===== src/rtl/text_console_writer_if.sv =====
// ============================================================================
//  text_console_writer_if
//  Byte-stream input, video character RAM ports and status of the console writer.
//  Revision: 1.0
// ============================================================================
`default_nettype none

interface text_console_writer_if;
  logic [7:0]  inData;
  logic        inValid;
  logic        inReady;
  logic [2:0]  fgColor;
  logic [2:0]  bgColor;
  logic [12:0] memWrAddr;
  logic [13:0] memWrData;
  logic        memWe;
  logic [12:0] memRdAddr;
  logic [13:0] memRdData;
  logic [12:0] cursorPos;
  logic        busy;

  modport slave (
    input  inData, inValid, fgColor, bgColor, memRdData,
    output inReady, memWrAddr, memWrData, memWe, memRdAddr, cursorPos, busy
  );

  modport master (
    output inData, inValid, fgColor, bgColor, memRdData,
    input  inReady, memWrAddr, memWrData, memWe, memRdAddr, cursorPos, busy
  );
endinterface

`default_nettype wire


===== src/rtl/text_console_writer.sv =====
// ============================================================================
//  text_console_writer
//  Writes CPU bytes into the 80x60 text RAM at a cursor; handles CR/LF/BS/FF,
//  scrolling and screen clear.
//  Revision: 1.0
// ============================================================================
`default_nettype none

module text_console_writer #(
  parameter int         COLS       = 80,
  parameter int         ROWS       = 60,
  parameter logic [7:0] CLEAR_CHAR = 8'h20
) (
  input  logic                 clk,
  input  logic                 reset,
  text_console_writer_if.slave bus
);

  typedef enum logic [1:0] {
    IDLE         = 2'd0,
    CLEAR_SCREEN = 2'd1,
    SCROLL_COPY  = 2'd2,
    SCROLL_CLEAR = 2'd3
  } state_t;

  localparam logic [6:0] LAST_COL = 7'(COLS - 1);
  localparam logic [5:0] LAST_ROW = 6'(ROWS - 1);

  state_t      state, state_nxt;
  logic [6:0]  cur_col, cur_col_nxt;
  logic [5:0]  cur_row, cur_row_nxt;
  logic [6:0]  ptr_col, ptr_col_nxt;
  logic [5:0]  ptr_row, ptr_row_nxt;
  logic [2:0]  last_fg, last_fg_nxt;
  logic [2:0]  last_bg, last_bg_nxt;
  logic        copy_pend, copy_pend_nxt;
  logic        drain, drain_nxt;
  logic [12:0] pend_addr, pend_addr_nxt;
  logic        we, we_nxt;
  logic [12:0] wr_addr, wr_addr_nxt;
  logic [13:0] wr_data, wr_data_nxt;
  logic        accept;
  logic        start_scroll;

  assign bus.inReady   = (state == IDLE) && !reset;
  assign accept        = bus.inValid && bus.inReady;
  assign bus.busy      = (state != IDLE);
  assign bus.cursorPos = {cur_col, cur_row};
  // The walk pointer is itself the read address, so read data arrives exactly
  // one cycle after the pointer cell is visited.
  assign bus.memRdAddr = {ptr_col, ptr_row};
  assign bus.memWe     = we;
  assign bus.memWrAddr = wr_addr;
  assign bus.memWrData = wr_data;

  always_ff @(posedge clk) begin
    if (reset) begin
      state     <= CLEAR_SCREEN;
      cur_col   <= '0;
      cur_row   <= '0;
      ptr_col   <= '0;
      ptr_row   <= '0;
      last_fg   <= '0;
      last_bg   <= '0;
      copy_pend <= 1'b0;
      drain     <= 1'b0;
      pend_addr <= '0;
      we        <= 1'b0;
      wr_addr   <= '0;
      wr_data   <= '0;
    end else begin
      state     <= state_nxt;
      cur_col   <= cur_col_nxt;
      cur_row   <= cur_row_nxt;
      ptr_col   <= ptr_col_nxt;
      ptr_row   <= ptr_row_nxt;
      last_fg   <= last_fg_nxt;
      last_bg   <= last_bg_nxt;
      copy_pend <= copy_pend_nxt;
      drain     <= drain_nxt;
      pend_addr <= pend_addr_nxt;
      we        <= we_nxt;
      wr_addr   <= wr_addr_nxt;
      wr_data   <= wr_data_nxt;
    end
  end

  always_comb begin
    state_nxt     = state;
    cur_col_nxt   = cur_col;
    cur_row_nxt   = cur_row;
    ptr_col_nxt   = ptr_col;
    ptr_row_nxt   = ptr_row;
    last_fg_nxt   = last_fg;
    last_bg_nxt   = last_bg;
    copy_pend_nxt = copy_pend;
    drain_nxt     = drain;
    pend_addr_nxt = pend_addr;
    we_nxt        = 1'b0;
    wr_addr_nxt   = wr_addr;
    wr_data_nxt   = wr_data;
    start_scroll  = 1'b0;

    unique case (state)
      IDLE: begin
        if (accept) begin
          last_fg_nxt = bus.fgColor;
          last_bg_nxt = bus.bgColor;
          if ((bus.inData >= 8'h20) && (bus.inData <= 8'h7F)) begin
            we_nxt      = 1'b1;
            wr_addr_nxt = {cur_col, cur_row};
            wr_data_nxt = {bus.inData, bus.fgColor, bus.bgColor};
            if (cur_col == LAST_COL) begin
              cur_col_nxt = '0;
              if (cur_row == LAST_ROW) start_scroll = 1'b1;
              else                     cur_row_nxt  = cur_row + 6'd1;
            end else begin
              cur_col_nxt = cur_col + 7'd1;
            end
          end else begin
            case (bus.inData)
              8'h0D: cur_col_nxt = '0;
              8'h0A: begin
                cur_col_nxt = '0;
                if (cur_row == LAST_ROW) start_scroll = 1'b1;
                else                     cur_row_nxt  = cur_row + 6'd1;
              end
              8'h08: begin
                // Backspace stops at column 0; it never wraps to the previous row.
                if (cur_col != 7'd0) begin
                  cur_col_nxt = cur_col - 7'd1;
                  we_nxt      = 1'b1;
                  wr_addr_nxt = {cur_col - 7'd1, cur_row};
                  wr_data_nxt = {CLEAR_CHAR, bus.fgColor, bus.bgColor};
                end
              end
              8'h0C: begin
                cur_col_nxt = '0;
                cur_row_nxt = '0;
                ptr_col_nxt = '0;
                ptr_row_nxt = '0;
                state_nxt   = CLEAR_SCREEN;
              end
              default: ;
            endcase
          end
          if (start_scroll) begin
            state_nxt     = SCROLL_COPY;
            ptr_col_nxt   = '0;
            ptr_row_nxt   = 6'd1;
            copy_pend_nxt = 1'b0;
            drain_nxt     = 1'b0;
          end
        end
      end

      CLEAR_SCREEN: begin
        we_nxt      = 1'b1;
        wr_addr_nxt = {ptr_col, ptr_row};
        wr_data_nxt = {CLEAR_CHAR, 3'b111, 3'b000};
        if (ptr_col == LAST_COL) begin
          ptr_col_nxt = '0;
          if (ptr_row == LAST_ROW) begin
            ptr_row_nxt = '0;
            state_nxt   = IDLE;
          end else begin
            ptr_row_nxt = ptr_row + 6'd1;
          end
        end else begin
          ptr_col_nxt = ptr_col + 7'd1;
        end
      end

      SCROLL_COPY: begin
        // Write side lags the read pointer by one cell; pend_addr is the
        // destination of the read issued in the previous cycle.
        we_nxt      = copy_pend;
        wr_addr_nxt = pend_addr;
        wr_data_nxt = bus.memRdData;
        if (drain) begin
          copy_pend_nxt = 1'b0;
          drain_nxt     = 1'b0;
          ptr_col_nxt   = '0;
          ptr_row_nxt   = LAST_ROW;
          state_nxt     = SCROLL_CLEAR;
        end else begin
          copy_pend_nxt = 1'b1;
          pend_addr_nxt = {ptr_col, ptr_row - 6'd1};
          if ((ptr_col == LAST_COL) && (ptr_row == LAST_ROW)) begin
            drain_nxt = 1'b1;
          end else if (ptr_col == LAST_COL) begin
            ptr_col_nxt = '0;
            ptr_row_nxt = ptr_row + 6'd1;
          end else begin
            ptr_col_nxt = ptr_col + 7'd1;
          end
        end
      end

      SCROLL_CLEAR: begin
        we_nxt      = 1'b1;
        wr_addr_nxt = {ptr_col, LAST_ROW};
        wr_data_nxt = {CLEAR_CHAR, last_fg, last_bg};
        if (ptr_col == LAST_COL) begin
          ptr_col_nxt = '0;
          state_nxt   = IDLE;
        end else begin
          ptr_col_nxt = ptr_col + 7'd1;
        end
      end

      default: state_nxt = IDLE;
    endcase
  end

endmodule

`default_nettype wire


===== src/flat_wrapper.sv =====
// flat-port wrapper written by rule: the top's interface ports become plain ports
module text_console_writer_flat 
#(
  parameter int         COLS       = 80,
  parameter int         ROWS       = 60,
  parameter logic [7:0] CLEAR_CHAR = 8'h20
)
  (clk, reset, bus_inData, bus_inValid, bus_fgColor, bus_bgColor, bus_memRdData, bus_inReady, bus_memWrAddr, bus_memWrData, bus_memWe, bus_memRdAddr, bus_cursorPos, bus_busy);
  text_console_writer_if bus_i ();
  input  logic clk;
  input  logic reset;
  input wire logic [$bits(bus_i.inData)-1:0] bus_inData;
  input wire logic [$bits(bus_i.inValid)-1:0] bus_inValid;
  input wire logic [$bits(bus_i.fgColor)-1:0] bus_fgColor;
  input wire logic [$bits(bus_i.bgColor)-1:0] bus_bgColor;
  input wire logic [$bits(bus_i.memRdData)-1:0] bus_memRdData;
  output wire logic [$bits(bus_i.inReady)-1:0] bus_inReady;
  output wire logic [$bits(bus_i.memWrAddr)-1:0] bus_memWrAddr;
  output wire logic [$bits(bus_i.memWrData)-1:0] bus_memWrData;
  output wire logic [$bits(bus_i.memWe)-1:0] bus_memWe;
  output wire logic [$bits(bus_i.memRdAddr)-1:0] bus_memRdAddr;
  output wire logic [$bits(bus_i.cursorPos)-1:0] bus_cursorPos;
  output wire logic [$bits(bus_i.busy)-1:0] bus_busy;
  assign bus_i.inData = bus_inData;
  assign bus_i.inValid = bus_inValid;
  assign bus_i.fgColor = bus_fgColor;
  assign bus_i.bgColor = bus_bgColor;
  assign bus_i.memRdData = bus_memRdData;
  assign bus_inReady = bus_i.inReady;
  assign bus_memWrAddr = bus_i.memWrAddr;
  assign bus_memWrData = bus_i.memWrData;
  assign bus_memWe = bus_i.memWe;
  assign bus_memRdAddr = bus_i.memRdAddr;
  assign bus_cursorPos = bus_i.cursorPos;
  assign bus_busy = bus_i.busy;
  text_console_writer #(.COLS(COLS), .ROWS(ROWS), .CLEAR_CHAR(CLEAR_CHAR)) u_core (.clk(clk), .reset(reset), .bus(bus_i));
endmodule

===== config.mk =====
export PLATFORM = sky130hd
export DESIGN_NAME = text_console_writer_flat
export DESIGN_NICKNAME = d
export VERILOG_FILES = /design/src/rtl/text_console_writer_if.sv /design/src/rtl/text_console_writer.sv /design/src/flat_wrapper.sv
export SDC_FILE = /design/constraint.sdc
export NUM_CORES = 1
export LEC_CHECK = 0
export ABC_AREA = 1
export CAP_MARGIN = 20
export CELL_PAD_IN_SITES_DETAIL_PLACEMENT = 2
export CELL_PAD_IN_SITES_GLOBAL_PLACEMENT = 2
export CORE_ASPECT_RATIO = 0.5
export CORE_MARGIN = 2
export CORE_UTILIZATION = 37
export CTS_CLUSTER_DIAMETER = 50
export CTS_CLUSTER_SIZE = 8
export DETAILED_ROUTE_END_ITERATION = 8
export DONT_BUFFER_PORTS = 1
export GPL_TIMING_DRIVEN = 1
export HOLD_SLACK_MARGIN = 0.12
export PLACE_DENSITY_LB_ADDON = 0.3
export SLEW_MARGIN = 20
export SYNTH_ARGS = -nofsm -noshare
export SYNTH_HDL_FRONTEND = slang
export SYNTH_SLANG_ARGS = --single-unit

===== constraint.sdc =====
create_clock -name clk -period 3.6 [get_ports clk]
set_input_delay 0.36 -clock clk [delete_from_list [all_inputs] [get_ports clk]]
set_output_delay 0.36 -clock clk [all_outputs]
set_load 0.1 [all_outputs]

## After elaboration in Yosys (flattened, before gate mapping)

Cells that the tools add are included.

- Add/subtract/negate cells: 6
- Order comparisons: 2
- Eq/ne operators: 25
- Mux-type cells: 63
- Bitwise gates (word level): 1
- Reductions and logical operators: 23

Operators by type and width:

| cell | number |
|---|---|
| 6-bit 2-to-1 mux | 12 |
| 7-bit 2-to-1 mux | 10 |
| 14-bit 2-to-1 mux | 4 |
| 14-bit one-hot mux with 4 select lines | 1 |
| 13-bit 2-to-1 mux | 4 |
| 13-bit one-hot mux with 4 select lines | 1 |
| 8-bit by 4-bit equality test with 1-bit output, second input constant | 4 |
| 7-bit one-hot mux with 3 select lines | 1 |
| 6-bit one-hot mux with 3 select lines | 1 |
| 2-bit 2-to-1 mux | 8 |
| 1-bit 2-to-1 mux | 15 |
| 7-bit by 1-bit adder with 7-bit output, second input constant | 2 |
| 7-bit equality test, second input constant | 2 |
| 7-bit one-hot mux with 2 select lines | 1 |
| 7-bit AND reduction | 2 |
| 6-bit by 1-bit adder with 6-bit output, second input constant | 2 |
| 6-bit equality test, second input constant | 2 |
| 3-bit inequality test, second input constant | 4 |
| 6-bit one-hot mux with 2 select lines | 1 |
| 4-bit AND reduction | 3 |
| 2-bit by 1-bit inequality test with 1-bit output, second input constant | 5 |
| 3-bit nonzero test | 3 |
| 8-bit by 6-bit greater-or-equal comparator with 1-bit output, second input constant | 1 |
| 8-bit by 7-bit <= comparator with 1-bit output, second input constant | 1 |
| other kinds (20) | 30 |

- Register bits after elaboration: 77
- Input bits: 31
- Output and inout bits: 56

## Logic depth before layout (Yosys ltp)

Gate-level depths: netlist (run 1).

- Depth in word-level cells: 9
- Depth in mapped cells: 14

## Worst setup path before layout (run 1)

Ideal clock, no wire load.

- Kind: register to register
- Start point: register u_core.state[0]
- End point: register u_core.wr_addr[11], in the netlist u_core.bus.memWrAddr[11]
- Data arrival time: 2.322 ns
- Required time: 3.481 ns
- Slack: 1.159 ns
- Stages on the path, launching flop included: 10
- Buffers on the path: 3
- Path through: dfxtp_1 inv_1 ha_1 buf_6 inv_4 buf_2 clkbuf_1 a21oi_1 nor3_1 nor2_1

- Longest elaborated chain between the ends: 5
- Elaborated cells on any way between the ends: 11
- Those cells by class: eq/ne (6); mux (1); reduce/logical (4)

RTL lines:

| what | line | source |
|---|---|---|
| start, declared | text_console_writer.sv:29 | `state_t state, state_nxt;` |
| start signal, assigned | text_console_writer.sv:72 | `state <= state_nxt;` |
| 2-bit logical NOT | text_console_writer.sv:45, text_console_writer.sv:104 |  |
| 1-bit logical AND | text_console_writer.sv:45 | `assign bus.inReady = (state == IDLE) && !reset;` |
| 1-bit logical AND | text_console_writer.sv:46 | `assign accept = bus.inValid && bus.inReady;` |
| 2-bit by 1-bit inequality test with 1-bit output (no source line) | -- |  |
| 3-bit AND reduction (no source line) | -- |  |
| end signal, assigned | text_console_writer.sv:83 | `wr_addr <= wr_addr_nxt;` |
| end, declared | text_console_writer.sv:40 | `logic [12:0] wr_addr, wr_addr_nxt;` |

Parallel ways exist; a longest one is shown, timed or not.
A chain may end at the register's enable or synchronous reset.

## Worst setup path after layout (run 1)

- Start point: register u_core.state[0]
- End point: register u_core.ptr_col[3]

- Longest elaborated chain between the ends: 5
- Elaborated cells on any way between the ends: 13
- Those cells by class: eq/ne (7); mux (1); reduce/logical (5)

RTL lines:

| what | line | source |
|---|---|---|
| 2-bit logical NOT | text_console_writer.sv:45, text_console_writer.sv:104 |  |
| 1-bit logical AND | text_console_writer.sv:45 |  |
| 1-bit logical AND | text_console_writer.sv:46 |  |
| 2-bit by 1-bit inequality test with 1-bit output (no source line) | -- |  |
| 4-bit AND reduction (no source line) | -- |  |
| end signal, assigned | text_console_writer.sv:75 | `ptr_col <= ptr_col_nxt;` |
| end, declared | text_console_writer.sv:32 | `logic [6:0] ptr_col, ptr_col_nxt;` |

Parallel ways exist; a longest one is shown, timed or not.

==> results of run 1 <==
logic make-up after synthesis:
group	after synthesis	synth area share, %
simple gates	309	31.7
compound gates	164	20.1
buf+inv	103	9.79
flops	77	33.7
fa+ha+maj	11	3.01
xor+xnor	9	1.72
cell usage in the layout, fill, tap and decap left out, types with 2 or more instances in the layout:
| master | instances |
|---|---|
| sky130_fd_sc_hd__nand2_1 | 157 |
| sky130_fd_sc_hd__dfxtp_1 | 77 |
| sky130_fd_sc_hd__o21ai_0 | 68 |
| sky130_fd_sc_hd__nor2_1 | 65 |
| sky130_fd_sc_hd__inv_1 | 61 |
| sky130_fd_sc_hd__a21oi_1 | 54 |
| sky130_fd_sc_hd__nand3_1 | 40 |
| sky130_fd_sc_hd__buf_4 | 32 |
| sky130_fd_sc_hd__ha_1 | 11 |
| sky130_fd_sc_hd__nand4_1 | 9 |
| sky130_fd_sc_hd__o211ai_1 | 9 |
| sky130_fd_sc_hd__nor3_1 | 9 |
| sky130_fd_sc_hd__clkbuf_16 | 9 |
| sky130_fd_sc_hd__xor2_1 | 8 |
| sky130_fd_sc_hd__o22ai_1 | 8 |
| sky130_fd_sc_hd__o21ai_1 | 6 |
| sky130_fd_sc_hd__inv_2 | 6 |
| sky130_fd_sc_hd__a22oi_1 | 5 |
| sky130_fd_sc_hd__nand2_2 | 5 |
| sky130_fd_sc_hd__nand3_4 | 5 |
| sky130_fd_sc_hd__inv_4 | 3 |
| sky130_fd_sc_hd__nand2_4 | 3 |
| sky130_fd_sc_hd__nor2_4 | 3 |
| sky130_fd_sc_hd__nand3_2 | 3 |
| sky130_fd_sc_hd__or2_2 | 3 |
| sky130_fd_sc_hd__o21bai_1 | 2 |
| sky130_fd_sc_hd__clkinv_1 | 2 |
| sky130_fd_sc_hd__nor2_2 | 2 |
| sky130_fd_sc_hd__o21ai_4 | 2 |
| sky130_fd_sc_hd__a31oi_1 | 2 |
| sky130_fd_sc_hd__o21a_1 | 2 |
| sky130_fd_sc_hd__clkbuf_1 | 2 |
layout make-up:
type                            instances  area [µm²]
Clock buffer                           12         246
Tap cell                              165         206
Timing Repair Buffer                   33         250
Sequential cell                        77        1540
Inverter                               72         278
Multi-Input combinational cell        493        2590
Fill cell                            1435        6800
Clock inverter                          2        35.0
power by group through the flow:
stage | logic [mW] | clock network, mW | registers [mW]
6_report | 0.113 | 0.919 | 0.901
5_1_grt | 0.122 | 0.964 | 0.901
4_1_cts | 0.112 | 0.924 | 0.901
3_5_place_dp | 0.105 | 0 | 0.920
3_3_place_gp | 0.101 | 0 | 0.919
2_1_floorplan | 0.0594 | 0 | 0.941
critical path, cell delays in order (launching register included):
cell and delay [ps]:
sky130_fd_sc_hd__dfxtp_1 350, sky130_fd_sc_hd__inv_1 110, sky130_fd_sc_hd__ha_1 730, sky130_fd_sc_hd__inv_1 230
sky130_fd_sc_hd__nor2_1 230, sky130_fd_sc_hd__buf_4 250, sky130_fd_sc_hd__inv_1 90, sky130_fd_sc_hd__a21oi_1 230
sky130_fd_sc_hd__o21ai_0 230, sky130_fd_sc_hd__a21oi_1 190, sky130_fd_sc_hd__o21ai_0 110, sky130_fd_sc_hd__a21oi_1 150
per-stage QoR:
stage	util, %	hold WS, ps	setup WS [ps]
detailed placement	40.6	440	911
global placement	40.6	436	1160
floorplan	-	425	1160
global route	43.1	188	317
CTS	43.1	171	607
finish	43.1	179	619
flip-flops by register name (all words and copies together) (netlist names):
name and flops:
u_core.last_bg 3, u_core.bus.memWrData 14, u_core.last_fg 3, u_core.pend_addr 13, u_core.bus.memWrAddr 13, u_core.copy_pend 1, u_core.cur_row 6, u_core.state 2
u_core.drain 1, u_core.ptr_col 7, u_core.cur_col 7, u_core.bus.memWe 1, u_core.ptr_row 6
per-layer routing:
layer | vias up | part of all wire [%] | track usage (%)
li1 | 2246 | - | -
met1 | 2413 | 44 | 35.4
met2 | 120 | 48 | 53.6
met3 | 26 | 6.0 | 7.79
met4 | 0 | 1.9 | 8.13
met5 | - | 0 | 0
how the worst max path moves through the flow:
stage,slack (ps),start,endpoint
2_1_floorplan,1160,u_core.state[0],u_core.bus.memWrAddr[11]
3_3_place_gp,1160,u_core.state[0],u_core.ptr_col[3]
3_5_place_dp,910,u_core.state[0],u_core.ptr_col[3]
4_1_cts,610,u_core.state[0],u_core.ptr_col[3]
5_1_grt,320,u_core.state[0],u_core.ptr_col[3]
6_report,620,u_core.state[0],u_core.ptr_col[3]
==> impl_metrics.prom, run 1 <==
# TYPE chip_impl_metric gauge
chip_impl_info{name="synth_flop_cell",value="sky130_fd_sc_hd__dfxtp_1"} 1
chip_impl_metric{name="routed-via-count",unit=""} 4805
chip_impl_info{name="holdCritPathClass",value="in2reg"} 1
chip_impl_metric{name="min_delay_path_depth",unit=""} 2
chip_impl_metric{name="drc",unit=""} 0
chip_impl_metric{name="dp_cells",unit=""} 839
chip_impl_metric{name="grt_max_degree",unit=""} 35
chip_impl_metric{name="insertedDiodeCount",unit=""} 0
chip_impl_metric{name="synthDistinctLibCells",unit=""} 46
chip_impl_metric{name="cts.path.max_buffers",unit=""} 2
chip_impl_info{name="kind_of_start_point_of_the_critical_path",value="register"} 1
chip_impl_info{name="min_from",value="bus_memRdData[13]"} 1
chip_impl_metric{name="placementRows",unit=""} 28
chip_impl_metric{name="setup_viol_count_final",unit=""} 0
chip_impl_metric{name="core_area",unit="µm²"} 11900
chip_impl_metric{name="routed_wl",unit="µm"} 19100
chip_impl_metric{name="fin_crit",unit="ps"} 2980
chip_impl_metric{name="finish.instance_area",unit="µm²"} 5140
chip_impl_info{name="run_status",value="finished clean"} 1
chip_impl_metric{name="p_seq_share",unit="%"} 46.6
chip_impl_metric{name="floorplan.die_area",unit="µm²"} 13300
chip_impl_metric{name="syn-instance-count",unit=""} 673
chip_impl_metric{name="place_area",unit="µm²"} 4850
chip_impl_metric{name="syn_to_final_growth",unit="%"} 12.4
chip_impl_metric{name="cts-buffers-inserted",unit=""} 9
chip_impl_metric{name="path_max_fanout",unit=""} 20
chip_impl_metric{name="slew-limit-headroom",unit="%"} 30.0
chip_impl_metric{name="dp_hpwl",unit="µm"} 12900
chip_impl_info{name="worst-setup-path-type",value="reg2reg"} 1
chip_impl_metric{name="grt_pass1_vias",unit=""} 5206
chip_impl_metric{name="netSwitchingFraction",unit="%"} 25.8
chip_impl_metric{name="grt_antenna_before_repair",unit=""} 0
chip_impl_metric{name="async_flop_share",unit="%"} 0
chip_impl_metric{name="maxSlewViolCount",unit=""} 0
chip_impl_info{name="tritoncts_clock_tree",value="built"} 1
chip_impl_metric{name="totalPowerFinal",unit="mW"} 1.93
chip_impl_info{name="min_delay_worst_endpoint",value="u_core.bus.memWrData[13]"} 1
chip_impl_metric{name="vias_per_cell",unit=""} 5.63
chip_impl_metric{name="relative_contribution_of_the_clock_network_to_total_power",unit="%"} 47.5
chip_impl_metric{name="finalHoldViolations",unit=""} 0
chip_impl_metric{name="net-switching-power",unit="µW"} 498
chip_impl_metric{name="die_w",unit="µm"} 161
chip_impl_info{name="critical_path.endpoint_type",value="register"} 1
chip_impl_metric{name="avgRoutedWirePerCell",unit="µm"} 22.4
chip_impl_metric{name="firstDrtPassIters",unit=""} 5
chip_impl_metric{name="fin_cells",unit=""} 854
chip_impl_metric{name="port-buffer-count",unit=""} 0
chip_impl_metric{name="timing.setup.tns",unit="ps"} 0
chip_impl_metric{name="global_route_total_usage_across_every_layer",unit="%"} 29.6
chip_impl_info{name="timing.rr.start",value="u_core.state[0]"} 1
chip_impl_metric{name="peakVddDrop",unit="mV"} 0.208
chip_impl_metric{name="worst_setup_hold_path_clk_slew",unit="ps"} 60
chip_impl_metric{name="initial_core_util",unit="%"} 38.3
chip_impl_metric{name="power.density_cell_area",unit="nW/µm²"} 376
chip_impl_metric{name="synth_edf_count",unit=""} 0
chip_impl_metric{name="synthesis.yosys.warnings",unit=""} 0
chip_impl_metric{name="cp.arrival",unit="ps"} 3240
chip_impl_info{name="reg2reg_to",value="u_core.ptr_col[3]"} 1
chip_impl_metric{name="timing.reg2reg.worst_path_depth",unit=""} 11
chip_impl_info{name="cts_root_buf",value="sky130_fd_sc_hd__clkbuf_16"} 1
chip_impl_metric{name="final_net_count",unit=""} 728
chip_impl_metric{name="synth.yosys.seq_area_share",unit="%"} 33.7
chip_impl_metric{name="ant_nets",unit=""} 0
chip_impl_metric{name="synth_area_per_cell",unit="µm²"} 6.80
chip_impl_metric{name="cts_setup_buffers",unit=""} 0
chip_impl_info{name="most_area_consuming_cells_after_synthesis",value="sky130_fd_sc_hd__dfxtp_1 34%, sky130_fd_sc_hd__nand2_1 13%, sky130_fd_sc_hd__o21ai_0 7.4%"} 1
chip_impl_metric{name="num_io_pins",unit=""} 87
chip_impl_metric{name="timing.max_cap.violations",unit=""} 0
chip_impl_metric{name="sum_of_overflow_across_all_layers_after_global_routing",unit=""} 0
chip_impl_info{name="netlist_top_cells_count",value="157 x sky130_fd_sc_hd__nand2_1, 77 x sky130_fd_sc_hd__dfxtp_1, 68 x sky130_fd_sc_hd__o21ai_0"} 1
chip_impl_metric{name="max_freq",unit="GHz"} 0.335
chip_impl_metric{name="drt_iter0_drc",unit=""} 250
chip_impl_metric{name="cts.sinks",unit=""} 77
chip_impl_metric{name="internal_power",unit="mW"} 1.43
chip_impl_metric{name="logic_gate_share_of_total_power",unit="%"} 5.9
chip_impl_metric{name="worst_skew_pair.late_latency",unit="ps"} 350
chip_impl_metric{name="synth_top_cell_area_share",unit="%"} 33.7
chip_impl_metric{name="clock_skew",unit="ps"} 9.38
chip_impl_metric{name="r2r_setup_slack",unit="ps"} 620
chip_impl_metric{name="power.static_leakage",unit="nW"} 2.24
chip_impl_metric{name="cts_repair_resize_count",unit=""} 0
chip_impl_metric{name="syn-cell-area",unit="µm²"} 4580
chip_impl_info{name="yosysMostFrequentCell",value="sky130_fd_sc_hd__nand2_1"} 1
chip_impl_metric{name="tightest_slew",unit="ps"} 1050
chip_impl_metric{name="grt_pass1_wl",unit="µm"} 29900
chip_impl_metric{name="die_height",unit="µm"} 82.6
chip_impl_info{name="yosysTopAreaCell",value="sky130_fd_sc_hd__dfxtp_1"} 1
chip_impl_metric{name="yosys_register_bits",unit=""} 77
chip_impl_metric{name="postSynthNetCount",unit=""} 715
chip_impl_metric{name="critPathRequiredTime",unit="ps"} 3860
chip_impl_metric{name="crit_share_post_route",unit="%"} 82.8
chip_impl_info{name="rsz0062_at_grt",value="no"} 1
chip_impl_metric{name="routabilityCongestion",unit=""} 0.778
chip_impl_metric{name="cts_htree_levels",unit=""} 3
chip_impl_metric{name="drive_gt1_share",unit="%"} 11.9
chip_impl_metric{name="cts_hold_buf",unit=""} 1
(Power assumes the default switching activity.)
==> run 2: changes to the inputs <==
CORE_UTILIZATION = 35   (was 37)
clock period = 2.9 ns   (was 3.6 ns; I/O delays follow)
==> impl_metrics.prom, run 2 (synthesized netlist as in run 1, its figures left out) <==
# TYPE chip_impl_metric gauge
chip_impl_metric{name="internal_power",unit="mW"} 1.84
chip_impl_metric{name="grt_antenna_before_repair",unit=""} 0
chip_impl_metric{name="die_height",unit="µm"} 84.9
chip_impl_metric{name="totalPowerFinal",unit="mW"} 2.48
chip_impl_metric{name="path_max_fanout",unit=""} 26
chip_impl_info{name="worst-setup-path-type",value="reg2reg"} 1
chip_impl_metric{name="timing.setup.tns",unit="ps"} 0
chip_impl_metric{name="crit_share_post_route",unit="%"} 77.7
chip_impl_info{name="kind_of_start_point_of_the_critical_path",value="register"} 1
chip_impl_metric{name="initial_core_util",unit="%"} 36.0
chip_impl_info{name="worstSetupEndpoint",value="u_core.bus.memWrAddr[8]"} 1
chip_impl_metric{name="worst_skew_pair.late_latency",unit="ps"} 350
chip_impl_metric{name="fin_crit",unit="ps"} 2250
chip_impl_metric{name="maxSlewViolCount",unit=""} 0
chip_impl_metric{name="critPathRequiredTime",unit="ps"} 3160
chip_impl_metric{name="cp.arrival",unit="ps"} 2510
chip_impl_metric{name="timing.max_cap.violations",unit=""} 0
chip_impl_metric{name="cts.path.max_buffers",unit=""} 2
chip_impl_metric{name="finalHoldViolations",unit=""} 0
chip_impl_info{name="run_status",value="finished clean"} 1
chip_impl_info{name="tritoncts_clock_tree",value="built"} 1
chip_impl_metric{name="netSwitchingFraction",unit="%"} 25.9
chip_impl_metric{name="routabilityCongestion",unit=""} 0.864
chip_impl_info{name="worst_setup_path_startpoint",value="u_core.state[0]"} 1
chip_impl_metric{name="floorplan.die_area",unit="µm²"} 14100
chip_impl_metric{name="num_io_pins",unit=""} 87
chip_impl_metric{name="drt_iter0_drc",unit=""} 265
chip_impl_metric{name="dp_cells",unit=""} 848
chip_impl_metric{name="avgRoutedWirePerCell",unit="µm"} 21.4
chip_impl_metric{name="largest_register_ffs",unit=""} 14
chip_impl_info{name="holdCritPathClass",value="in2reg"} 1
chip_impl_metric{name="insertedDiodeCount",unit=""} 0
chip_impl_metric{name="power.static_leakage",unit="nW"} 2.28
chip_impl_info{name="critical_path.endpoint_type",value="register"} 1
chip_impl_metric{name="slew-limit-headroom",unit="%"} 29.9
chip_impl_metric{name="global_route_total_usage_across_every_layer",unit="%"} 26.7
chip_impl_metric{name="syn_to_final_growth",unit="%"} 14.3
chip_impl_metric{name="clock_skew",unit="ps"} 9.25
chip_impl_metric{name="core_area",unit="µm²"} 12700
chip_impl_metric{name="max_freq",unit="GHz"} 0.444
chip_impl_metric{name="cts.sinks",unit=""} 77
chip_impl_metric{name="power.density_cell_area",unit="nW/µm²"} 475
chip_impl_metric{name="utilization",unit="%"} 41.2
chip_impl_metric{name="net-switching-power",unit="µW"} 644
chip_impl_metric{name="timing.reg2reg.worst_path_depth",unit=""} 11
chip_impl_metric{name="die_w",unit="µm"} 166
chip_impl_metric{name="grt_pass1_wl",unit="µm"} 29400
chip_impl_metric{name="hold_ws",unit="ps"} 145
chip_impl_metric{name="fin_cells",unit=""} 867
chip_impl_metric{name="grt_pass1_vias",unit=""} 5099
chip_impl_metric{name="routed-via-count",unit=""} 4741
chip_impl_metric{name="relative_contribution_of_the_clock_network_to_total_power",unit="%"} 49.2
chip_impl_info{name="rsz0062_at_grt",value="no"} 1
chip_impl_metric{name="cts-buffers-inserted",unit=""} 9
chip_impl_metric{name="ant_nets",unit=""} 0
chip_impl_metric{name="cts_htree_levels",unit=""} 3
chip_impl_metric{name="p_seq_share",unit="%"} 45.1
chip_impl_metric{name="routed_wl",unit="µm"} 18500
chip_impl_info{name="cts_root_buf",value="sky130_fd_sc_hd__clkbuf_16"} 1
chip_impl_metric{name="firstDrtPassIters",unit=""} 4
chip_impl_metric{name="vias_per_cell",unit=""} 5.47
chip_impl_metric{name="drc",unit=""} 0
chip_impl_info{name="layout_common_cells",value="157 x sky130_fd_sc_hd__nand2_1, 77 x sky130_fd_sc_hd__dfxtp_1, 68 x sky130_fd_sc_hd__o21ai_0, 65 x sky130_fd_sc_hd__nor2_1, 61 x sky130_fd_sc_hd__inv_1"} 1
chip_impl_metric{name="placementRows",unit=""} 29
chip_impl_metric{name="worst_setup_hold_path_clk_slew",unit="ps"} 60
chip_impl_metric{name="peakVddDrop",unit="mV"} 0.272
chip_impl_metric{name="drive_gt1_share",unit="%"} 12.8
chip_impl_metric{name="grt_max_degree",unit=""} 41
chip_impl_info{name="timing.rr.start",value="u_core.state[0]"} 1
chip_impl_metric{name="sum_of_overflow_across_all_layers_after_global_routing",unit=""} 0
chip_impl_metric{name="port-buffer-count",unit=""} 0
chip_impl_metric{name="tightest_slew",unit="ps"} 1050
chip_impl_metric{name="dp_hpwl",unit="µm"} 12800
chip_impl_metric{name="logic_gate_share_of_total_power",unit="%"} 5.8
chip_impl_info{name="min_from",value="bus_fgColor[0]"} 1
chip_impl_metric{name="final_net_count",unit=""} 734
chip_impl_metric{name="r2r_setup_slack",unit="ps"} 650
chip_impl_info{name="leading_cell_type_in_the_layout_fill_and_taps_excluded",value="sky130_fd_sc_hd__nand2_1"} 1
chip_impl_info{name="reg2reg_to",value="u_core.bus.memWrAddr[8]"} 1
chip_impl_metric{name="setup_viol_count_final",unit=""} 0
==> run 2: changes by cell type in the layout (fill, tap and decap cells not counted), sizes merged <==
cell / before / now
clkinvlp: 0 / 1
dlygate4sd3: 1 / 3
clkbuf: 12 / 13
buf: 32 / 36
==> run 2: worst min-delay path by stage <==
| stage | end | slack (ps) | cells past startpoint |
|---|---|---|---|
| after floorplan | u_core.last_bg[2] | 400 | 2 |
| after global placement | u_core.bus.memWrAddr[2] | 370 | 1 |
| after detailed placement | u_core.cur_row[4] | 370 | 1 |
| after CTS | u_core.last_fg[0] | 140 | 2 |
| after global routing | u_core.last_fg[0] | 150 | 2 |
| final | u_core.last_fg[0] | 140 | 2 |
==> run 2: per-layer routing <==
layer | vias to the layer above | global-route usage (%) | part of all wire, % | wire length (µm)
li1 | 2258 | - | - | -
met1 | 2373 | 34.5 | 46 | 8540
met2 | 86 | 44.7 | 47 | 8730
met3 | 24 | 6.95 | 5.2 | 960
met4 | 0 | 6.96 | 1.6 | 303
met5 | - | 0 | 0 | 0
==> run 2: stage by stage <==
step / setup WS (ps) / instance area [µm²]
floorplan: 459 / 4580
detailed placement: 762 / 4890
finish: 647 / 5230
global placement: 881 / 4890
CTS: 660 / 5230
global route: 514 / 5230
==> run 2: final cells by class <==
class                   instances  area, µm²
well taps                     170        213
clock inverters                 3       42.5
flip-flops and latches         77       1540
fillers                      1567       7470
repair buffers                 39        300
inverters                      72        278
multi-input cells             493       2590
clock buffers                  13        270
==> run 2: critical path: stages, from the launching register on <==
cell and delay (ps):
sky130_fd_sc_hd__dfxtp_1 380, sky130_fd_sc_hd__inv_1 90, sky130_fd_sc_hd__ha_1 260, sky130_fd_sc_hd__inv_4 250, sky130_fd_sc_hd__nor2_8 60, sky130_fd_sc_hd__nand2_4 170
sky130_fd_sc_hd__inv_4 70, sky130_fd_sc_hd__nand3_4 120, sky130_fd_sc_hd__nand2_4 200, sky130_fd_sc_hd__inv_4 230, sky130_fd_sc_hd__nand2_1 90, sky130_fd_sc_hd__a21oi_1 220
==> run 2: power by group through the flow <==
stage / logic (mW) / clock network [mW] / registers (mW)
5_1_grt: 0.156 / 1.27 / 1.12
2_1_floorplan: 0.0737 / 0 / 1.17
3_5_place_dp: 0.130 / 0 / 1.14
4_1_cts: 0.143 / 1.23 / 1.12
6_report: 0.143 / 1.22 / 1.12
3_3_place_gp: 0.127 / 0 / 1.14
==> run 2: timing repair <==
| action | in CTS | in global routing |
|---|---|---|
| hold buffers | 3 | 0 |
| resized for setup | 0 | 0 |
| setup buffers | 0 | 0 |
| endpoints found under the hold margin | 19 | 0 |
